[config.mk]
export PLATFORM = sky130hd
export DESIGN_NAME = qt_vector_mac
export DESIGN_NICKNAME = d
export VERILOG_FILES = /design/src/rtl/matrix_inv_pkg.sv /design/src/rtl/fxp_scale_sat.sv /design/src/rtl/qt_vector_mac.sv
export SDC_FILE = /design/constraint.sdc
export NUM_CORES = 1
export LEC_CHECK = 0
export CAP_MARGIN = 25
export CORE_ASPECT_RATIO = 0.6
export CORE_MARGIN = 4
export CORE_UTILIZATION = 53
export DETAILED_ROUTE_END_ITERATION = 8
export GPL_TIMING_DRIVEN = 1
export PLACE_DENSITY = 0.84
export SYNTH_ARGS = -nofsm -noshare
export SYNTH_HDL_FRONTEND = slang
export SYNTH_SLANG_ARGS = --single-unit
[constraint.sdc]
create_clock -name CLK -period 10.3 [get_ports CLK]
set_clock_uncertainty 0.2 [all_clocks]
set_input_delay 1.03 -clock CLK [delete_from_list [all_inputs] [get_ports CLK]]
set_output_delay 1.03 -clock CLK [all_outputs]
set_load 0.005 [all_outputs]
[src/rtl/matrix_inv_pkg.sv]
// ============================================================================
// Module      : matrix_inv_pkg
// Description : Shared types and constants for the matrix-inversion datapath.
// Revision    : 1.0 - initial release
// ============================================================================
`default_nettype none

package matrix_inv_pkg;

    localparam int WORDLEN        = 16;
    localparam int FRACTION_WIDTH = 12;
    localparam int MATRIX_DIM     = 3;
    localparam int ACC_WIDTH      = 2 * WORDLEN + $clog2(MATRIX_DIM);

    typedef enum logic [1:0] {
        IDLE  = 2'd0,
        READY = 2'd1,
        RUN   = 2'd2
    } state_t;

    typedef logic signed [WORDLEN-1:0]   fxp_word_t;
    typedef logic signed [ACC_WIDTH-1:0] fxp_acc_t;

endpackage

`default_nettype wire

[src/rtl/fxp_scale_sat.sv]
// ============================================================================
// Module      : fxp_scale_sat
// Description : Drops FRAC_WIDTH fraction bits (floor) and reduces to OUT_WIDTH,
//               saturating when QT_MAC_SAT_EN is defined, wrapping otherwise.
// Revision    : 1.0 - initial release
// ============================================================================
`default_nettype none

module fxp_scale_sat
    import matrix_inv_pkg::*;
#(
    parameter int IN_WIDTH   = matrix_inv_pkg::ACC_WIDTH,
    parameter int OUT_WIDTH  = matrix_inv_pkg::WORDLEN,
    parameter int FRAC_WIDTH = matrix_inv_pkg::FRACTION_WIDTH
) (
    input  logic signed [IN_WIDTH-1:0]  acc_in,
    output logic        [OUT_WIDTH-1:0] result_out
);

    // Bit index just above the retained result window.
    localparam int HI = FRAC_WIDTH + OUT_WIDTH;

    logic [FRAC_WIDTH-1:0] w_unused_frac;
    assign w_unused_frac = acc_in[FRAC_WIDTH-1:0];

`ifdef QT_MAC_SAT_EN
    // The result sign bit and everything above it must agree for the value to fit.
    logic [IN_WIDTH-HI:0] w_upper;
    logic                 w_fits;

    assign w_upper    = acc_in[IN_WIDTH-1:HI-1];
    assign w_fits     = (&w_upper) | ~(|w_upper);
    assign result_out = w_fits          ? acc_in[FRAC_WIDTH +: OUT_WIDTH] :
                        acc_in[IN_WIDTH-1] ? {1'b1, {(OUT_WIDTH-1){1'b0}}} :
                                             {1'b0, {(OUT_WIDTH-1){1'b1}}};
`else
    logic [IN_WIDTH-HI-1:0] w_unused_hi;

    assign w_unused_hi = acc_in[IN_WIDTH-1:HI];
    assign result_out  = acc_in[FRAC_WIDTH +: OUT_WIDTH];
`endif

endmodule

`default_nettype wire

[src/rtl/qt_vector_mac.sv]
// ============================================================================
// Module      : qt_vector_mac
// Description : Streams Q^T row-major and produces c = Q^T * b one row at a time.
//               Build macro QT_MAC_SAT_EN selects saturating output reduction.
// Revision    : 1.0 - initial release
// ============================================================================
`default_nettype none

module qt_vector_mac
    import matrix_inv_pkg::*;
#(
    parameter int WORDLEN            = matrix_inv_pkg::WORDLEN,
    parameter int FRACTION_WIDTH     = matrix_inv_pkg::FRACTION_WIDTH,
    parameter int MATRIX_DIM         = matrix_inv_pkg::MATRIX_DIM,
    parameter int MATRIX_ELEMENT_NUM = MATRIX_DIM * MATRIX_DIM
) (
    input  logic                              CLK,
    input  logic                              RST_n,
    input  logic                              vec_load,
    input  logic [MATRIX_DIM*WORDLEN-1:0]     vec_in,
    input  logic                              element_valid,
    input  logic [WORDLEN-1:0]                element_in,
    output logic [WORDLEN-1:0]                result_out,
    output logic                              result_valid,
    output logic [$clog2(MATRIX_DIM)-1:0]     result_row,
    output logic                              done,
    output logic                              busy
);

    localparam int ACC_W  = 2 * WORDLEN + $clog2(MATRIX_DIM);
    localparam int IDX_W  = $clog2(MATRIX_DIM);
    localparam int ELEM_W = $clog2(MATRIX_ELEMENT_NUM);
    localparam logic [IDX_W-1:0]  LAST_IDX  = IDX_W'(MATRIX_DIM - 1);
    localparam logic [ELEM_W-1:0] LAST_ELEM = ELEM_W'(MATRIX_ELEMENT_NUM - 1);

    state_t                          state_q, state_d;
    logic [MATRIX_DIM*WORDLEN-1:0]   vec_q, vec_d;
    logic [IDX_W-1:0]                col_q, col_d;
    logic [IDX_W-1:0]                row_q, row_d;
    logic [ELEM_W-1:0]               elem_q, elem_d;
    logic signed [ACC_W-1:0]         acc_q, acc_d;
    logic [WORDLEN-1:0]              result_q, result_d;
    logic [IDX_W-1:0]                res_row_q, res_row_d;
    logic                            valid_q, valid_d;
    logic                            done_q, done_d;

    logic signed [WORDLEN-1:0]       b_arr [MATRIX_DIM];
    logic signed [WORDLEN-1:0]       w_b_sel;
    logic signed [2*WORDLEN-1:0]     w_elem_x, w_b_x, w_prod;
    logic signed [ACC_W-1:0]         w_prod_x, w_acc_base, w_sum;
    logic [WORDLEN-1:0]              w_scaled;
    logic                            w_accept;

    for (genvar gi = 0; gi < MATRIX_DIM; gi++) begin : g_unpack_b
        assign b_arr[gi] = vec_q[gi*WORDLEN +: WORDLEN];
    end

    assign w_b_sel    = b_arr[col_q];
    assign w_elem_x   = {{WORDLEN{element_in[WORDLEN-1]}}, element_in};
    assign w_b_x      = {{WORDLEN{w_b_sel[WORDLEN-1]}}, w_b_sel};
    assign w_prod     = w_elem_x * w_b_x;
    assign w_prod_x   = {{(ACC_W-2*WORDLEN){w_prod[2*WORDLEN-1]}}, w_prod};
    // Column 0 starts a fresh row sum rather than adding onto the previous row.
    assign w_acc_base = (col_q == '0) ? '0 : acc_q;
    assign w_sum      = w_acc_base + w_prod_x;
    assign w_accept   = element_valid && ((state_q == READY) || (state_q == RUN));

    fxp_scale_sat #(
        .IN_WIDTH   (ACC_W),
        .OUT_WIDTH  (WORDLEN),
        .FRAC_WIDTH (FRACTION_WIDTH)
    ) u_scale (
        .acc_in     (w_sum),
        .result_out (w_scaled)
    );

    always_comb begin
        state_d   = state_q;
        vec_d     = vec_q;
        col_d     = col_q;
        row_d     = row_q;
        elem_d    = elem_q;
        acc_d     = acc_q;
        result_d  = result_q;
        res_row_d = res_row_q;
        valid_d   = 1'b0;
        done_d    = 1'b0;

        case (state_q)
            IDLE: begin
                if (vec_load) begin
                    vec_d   = vec_in;
                    state_d = READY;
                end
            end
            READY: begin
                if (vec_load) begin
                    vec_d = vec_in;
                end
            end
            default: ;
        endcase

        if (w_accept) begin
            state_d = RUN;
            acc_d   = w_sum;
            col_d   = col_q + 1'b1;
            elem_d  = elem_q + 1'b1;
            if (col_q == LAST_IDX) begin
                col_d     = '0;
                row_d     = row_q + 1'b1;
                acc_d     = '0;
                result_d  = w_scaled;
                res_row_d = row_q;
                valid_d   = 1'b1;
            end
            if (elem_q == LAST_ELEM) begin
                state_d = READY;
                row_d   = '0;
                elem_d  = '0;
                done_d  = 1'b1;
            end
        end
    end

    always_ff @(posedge CLK or negedge RST_n) begin
        if (!RST_n) begin
            state_q   <= IDLE;
            vec_q     <= '0;
            col_q     <= '0;
            row_q     <= '0;
            elem_q    <= '0;
            acc_q     <= '0;
            result_q  <= '0;
            res_row_q <= '0;
            valid_q   <= 1'b0;
            done_q    <= 1'b0;
        end else begin
            state_q   <= state_d;
            vec_q     <= vec_d;
            col_q     <= col_d;
            row_q     <= row_d;
            elem_q    <= elem_d;
            acc_q     <= acc_d;
            result_q  <= result_d;
            res_row_q <= res_row_d;
            valid_q   <= valid_d;
            done_q    <= done_d;
        end
    end

    assign result_out   = result_q;
    assign result_row   = res_row_q;
    assign result_valid = valid_q;
    assign done         = done_q;
    assign busy         = (state_q == RUN);

endmodule

`default_nettype wire

* Word level (Yosys, flattened, before mapping)
Cells that the tools add are included.
Widths: inputs -> output; s select.
** Word-level totals
- Word-level logic and storage cells :: 50
- Register bits after elaboration :: 112
- Output and inout port bits :: 21
- Input port bits :: 68
** Cells by class
- Order comparisons :: 1
- Bitwise logic cells :: 1
- Reductions and logical operators :: 12
- Muxes and demuxes :: 17
- $add $sub $neg :: 4
- Equality and inequality tests :: 4
- Multiply operators :: 1
** Operator list (number)
- $mux 34 :: 2
- $add 34x32->34 :: 1
- $bmux 16 s2 :: 1
- $mul 16x16->32 :: 1
- $mux 16 :: 2
- $mux 2 :: 7
- $reduce_and 2->1 :: 4
- $reduce_bool 2->1 :: 3
- $add 2x1->2 const B :: 2
- $add 4x1->4 const B :: 1
- $eq 2x2->1 const B :: 2
- $eq 4x4->1 const B :: 1
- $logic_not 2->1 :: 2
- $mux 1 :: 4
- $mux 4 :: 1
- $ge 3x3->1 const B :: 1
- $not 2->3 :: 1
- $eq 2x1->1 const B :: 1
- $reduce_or 2->1 :: 1
- $logic_and 1x1->1 :: 1
- $logic_or 1x1->1 :: 1

* Longest topological paths before layout
- Word-level depth :: 7
- Depth in mapped cells :: 28

* Cells and area by module
From an unflattened synthesis, not the netlist that was laid out.
** Second synthesis, totals
- Cells, all modules :: 1603
- Area, all modules :: 16205.5 um2
** Modules (own cells, without submodules)
- qt_vector_mac :: times used 1, seq. area each 2802.7 um2, area each 16085.4 um2, cells an instance 1587
- fxp_scale_sat :: times used 1, seq. area each 0.0 um2, area each 120.1 um2, cells an instance 16

* Worst setup path before layout
OpenSTA, ideal clock, no wires.
- Path type :: reg-to-reg
- Start :: register col_q[1]
- End :: register result_q[15] (netlist: result_out[15])
- Cell stages (with the launch flop) :: 29
- Arrival :: 6666 ps
- Required time :: 9975 ps
- Buffers on the path :: 4
- Library setup time :: 125 ps
- Period minus slack after synthesis :: 6991 ps
- Slack :: 3309 ps
- Path through :: dfrtp_1 buf_6 and2b_4 clkbuf_1 nand2_1 o21ai_0 clkbuf_1 nand2_1 fa_1 inv_1 fa_1 inv_1 fa_1 inv_1 fa_1 fa_1 inv_1 fa_1 inv_1 ha_1 clkbuf_1 a21oi_1 o21ai_1 a21o_1 a21oi_1 a21boi_0 a31oi_4 xnor2_1 mux2_4
** On the way
- Longest elaborated chain between the ends :: 6
- Elaborated cells between the ends (all ways) :: 10
- Those cells by class :: add/sub: 1; mul: 1; eq/ne: 1; mux: 4; bitwise: 1; reduce/logical: 2
** Ends and longest elaborated chain
- start: declaration :: RTL line qt_vector_mac.sv:38 : logic [IDX_W-1:0] col_q, col_d;
- start signal: assignment :: RTL line qt_vector_mac.sv:141 : col_q <= col_d;
- $not 2->3 (not written as such) :: RTL line qt_vector_mac.sv:58 : assign w_b_sel = b_arr[col_q];
- $bmux 16 s2 :: RTL line qt_vector_mac.sv:58
- $mux 16 (not written as such) (2 in series) :: RTL line qt_vector_mac.sv:58
- $mul 16x16->32 :: RTL line qt_vector_mac.sv:61 : assign w_prod = w_elem_x * w_b_x;
- $add 34x32->34 :: RTL line qt_vector_mac.sv:65 : assign w_sum = w_acc_base + w_prod_x;
- end signal: assignment :: RTL line qt_vector_mac.sv:145 : result_q <= result_d;
- end: declaration :: RTL line qt_vector_mac.sv:42 : logic [WORDLEN-1:0] result_q, result_d;
Parallel ways exist; a longest one is shown, timed or not. The select of a mux whose other input is x is not followed.
A chain may end at the register's enable or synchronous reset.

* Worst setup path after layout
- Start :: register col_q[0]
- End :: register result_q[9] (netlist: result_out[9])
Same word-level chain as after synthesis.

==> flow_summary.ini <==
[yosys]
postSynth.topFlopCell = sky130_fd_sc_hd__dfrtp_1
synth-warning-count = 0
synth_enable_flop_cells = 0
postSynth.asyncResetShare_pct = 100
ys_seq_elements = 106
syn_area_mm2 = 0.0144
synthesized_instance_count = 1485
synth_cell_type_count = 59
share_of_the_yosys_chip_area_belonging_to_registers_pct = 18.4
synthesis.nets = 1902
synth.avg_cell_area_um2 = 9.72

[sta]
timing.setup.tns_ns = 0
fmax_ghz = 0.127
final-setup-viol-count = 0
worstMarginPinSlew_ns = 1.02
rsz0062_at_grt = false
timing.max_slew.rel_slack_pct = 32.2
finalMaxSlewViolations = 0
timing_hold_violations_final = 0
finalCriticalPeriod_ns = 7.88
final_min_period_over_clock_period_pct = 76.5

[drt]
number_of_vias_per_cell_after_detailed_routing = 5.39
antenna_violating_nets_post_route = 0
initialDrtViolationCount = 770
detail_route.first_pass.iterations = 5
remaining_drc_errors = 0
routedWlPerCell_um = 18.6
vias = 10300
wl_mm = 35.4

[global_routing]
overall_routing_resource_usage_pct = 24.5
gr-total-overflow = 0
antenna_found_initial = 0
grt_start_max_net_pins = 63
first_global_vias = 11000
global_route_wire_length_before_repair_mm = 58.3

[place]
hpwlAfterDp_mm = 28.2
gpl.final_weighted_congestion = 0.972
placement.io_buffers = 88
placed_cells_incl_taps = 1889

[layout]
n_antenna_cell = 0
post_route_cells_drive_above_1_share_pct = 6.93
design.final.nets = 1957
combined_area_of_the_multi_input_logic_cells_mm2 = 0.0103
final_cells = 1905
fill_cells = 2169
final-seq-area_mm2 = 0.00265
layout-area-overhead-vs-synth_pct = 10.4

[cts]
postCtsHoldBufs = 0
clock_latency_ns = 0.37
tritoncts = done
cts-htree-levels = 3
ctsResizeCount = 0
clock_sinks = 106
cts.clk_slew.worst_paths_ns = 0.08
cts_setup_buffers = 0
cts_inserted_buffers = 9
cts_buffer_depth = 2
clock-root-buffer = sky130_fd_sc_hd__clkbuf_16

[run_status]
outcome = finished, final reports clean

[floorplanning]
design.portCount = 89
die-width_um = 221
core_box_area_mm2 = 0.0266
row_count = 46
dieArea_mm2 = 0.0300
floorplan.die.height_um = 136
initial_core_util_pct = 54.3

[hold_path]
min_delay_worst_endpoint = acc_q[18]
worstHoldPathType = reg2reg
min_path_cells = 2
min_from = acc_q[18]

[critical_path]
required_time_of_the_critical_path_ns = 10.32
r2r.worst_path.cells = 23
reg2reg_start = col_q[0]
rr_endpoint = result_out[9]
kind_of_critical_path = reg2reg
critPathMaxFanout = 24
worst_path_arrival_time_ns = 7.90
reg2reg_slack_ns = 2.42
worstSetupEndpointType = register
critical_path.startpoint_type = register

[run]
maxCapViolCount = 0
## routing by layer
layer	GRT usage (%)	part of all wire [%]
met1	35.3	43
met2	38.1	46
met3	6.88	9.8
met4	4.54	1.3
met5	0	0
## synth_stat cells, drive strengths merged (3+ instances only)
library cell | n | area, µm²
mux2 | 50 | 567
a21o | 13 | 97.6
fa | 255 | 5100
xnor2 | 38 | 348
a22o | 10 | 87.6
a21oi | 22 | 114
nand3 | 8 | 40.0
o21ai | 60 | 312
mux2i | 17 | 170
inv | 333 | 1250
xor2 | 7 | 61.3
nor2b | 3 | 18.8
nand2 | 188 | 708
nor2 | 17 | 63.8
and2 | 157 | 988
nand3b | 4 | 30.0
or2 | 5 | 31.3
o21bai | 6 | 45.0
nand4 | 3 | 18.8
clkbuf | 53 | 199
ha | 94 | 1180
a211oi | 4 | 30.0
buf | 5 | 45.0
dfrtp | 106 | 2650
## sequential cells by signal (all words and copies together) (netlist names)
signal,flops
elem_q,4
result_valid,1
row_q,2
done,1
acc_q,28
state_q,2
vec_q,48
result_row,2
col_q,2
result_out,16
## critical path, stage by stage (launching register included)
cell	delay [ns]
sky130_fd_sc_hd__dfrtp_1	0.96
sky130_fd_sc_hd__and2b_4	0.44
sky130_fd_sc_hd__nand2_1	0.08
sky130_fd_sc_hd__o21ai_0	0.07
sky130_fd_sc_hd__buf_4	0.29
sky130_fd_sc_hd__and2_1	0.20
sky130_fd_sc_hd__inv_1	0.06
sky130_fd_sc_hd__fa_1	0.60
sky130_fd_sc_hd__inv_1	0.18
sky130_fd_sc_hd__fa_1	0.51
sky130_fd_sc_hd__inv_1	0.05
sky130_fd_sc_hd__fa_1	0.50
sky130_fd_sc_hd__inv_1	0.06
sky130_fd_sc_hd__fa_1	0.50
sky130_fd_sc_hd__fa_1	0.49
sky130_fd_sc_hd__inv_1	0.05
sky130_fd_sc_hd__fa_1	0.47
sky130_fd_sc_hd__inv_1	0.04
sky130_fd_sc_hd__ha_1	0.38
sky130_fd_sc_hd__a21o_1	0.25
sky130_fd_sc_hd__a2111oi_0	0.78
sky130_fd_sc_hd__o21ai_1	0.22
sky130_fd_sc_hd__xnor2_1	0.25
sky130_fd_sc_hd__o21ai_0	0.10
## per-stage QoR
step	worst slack, ns	utilization, %	hold slack, ns	instance area [µm²]
after floorplan	3.31	-	0.242	14400
after global placement	2.60	58.7	0.259	15600
after detailed placement	2.48	58.8	0.266	15600
after CTS	2.58	59.9	0.286	15900
after global routing	1.93	59.9	0.310	15900
final	2.42	59.9	0.282	15900
## final cells by class
| class | count | area share, % |
|---|---|---|
| Sequential cell | 106 | 16.6 |
| Tap cell | 360 | 2.83 |
| Inverter | 334 | 7.87 |
| Timing Repair Buffer | 102 | 6.20 |
| Multi-Input combinational cell | 987 | 64.6 |
| Clock inverter | 5 | 0.275 |
| Clock buffer | 11 | 1.59 |
## kinds of logic (layout without fill, tap and decap cells)
kind of cell	Yosys count	after routing	synth area share, %
XOR/XNOR	46	46	2.99
adder cells (fa/ha/maj)	349	349	43.5
multiplexers	67	67	5.11
AND/OR/NAND/NOR	393	393	13.6
flip-flops	106	106	18.4
buffers and inverters	392	452	10.4
AO/OA/AOI/OAI	132	132	6.07
## worst max path at each step
stage | start | endpoint | cells past startpoint
after CTS | col_q[0] | result_out[15] | 26
final | col_q[0] | result_out[9] | 23
after global routing | col_q[0] | acc_q[26] | 23
after floorplan | col_q[1] | result_out[15] | 28
after global placement | col_q[0] | acc_q[26] | 22
after detailed placement | element_in[10] | acc_q[26] | 20
## layout by cell type (no fill, tap or decap), types with 5 or more instances in the layout
cell type                         netlist  final
sky130_fd_sc_hd__o21ai_1               17     17
sky130_fd_sc_hd__o21bai_1               6      6
sky130_fd_sc_hd__nand3_1                8      8
sky130_fd_sc_hd__nor2_1                17     17
sky130_fd_sc_hd__mux2i_1               17     17
sky130_fd_sc_hd__ha_1                  94     94
sky130_fd_sc_hd__fa_1                 255    255
sky130_fd_sc_hd__a21o_1                13     13
sky130_fd_sc_hd__mux2_2                49     49
sky130_fd_sc_hd__a22o_1                10     10
sky130_fd_sc_hd__xnor2_1               36     36
sky130_fd_sc_hd__a21oi_1               21     21
sky130_fd_sc_hd__nand2_1              187    187
sky130_fd_sc_hd__xor2_1                 7      7
sky130_fd_sc_hd__dfrtp_1              106    106
sky130_fd_sc_hd__and2_1               152    152
sky130_fd_sc_hd__clkbuf_16              0      9
sky130_fd_sc_hd__and2_2                 5      5
sky130_fd_sc_hd__inv_1                333    333
sky130_fd_sc_hd__clkdlybuf4s50_1        0     87
sky130_fd_sc_hd__o21ai_0               40     39
sky130_fd_sc_hd__buf_4                  1     14
Power is not shown: default switching activity piles up to over one toggle a cycle in this logic, so the estimate is an artifact.
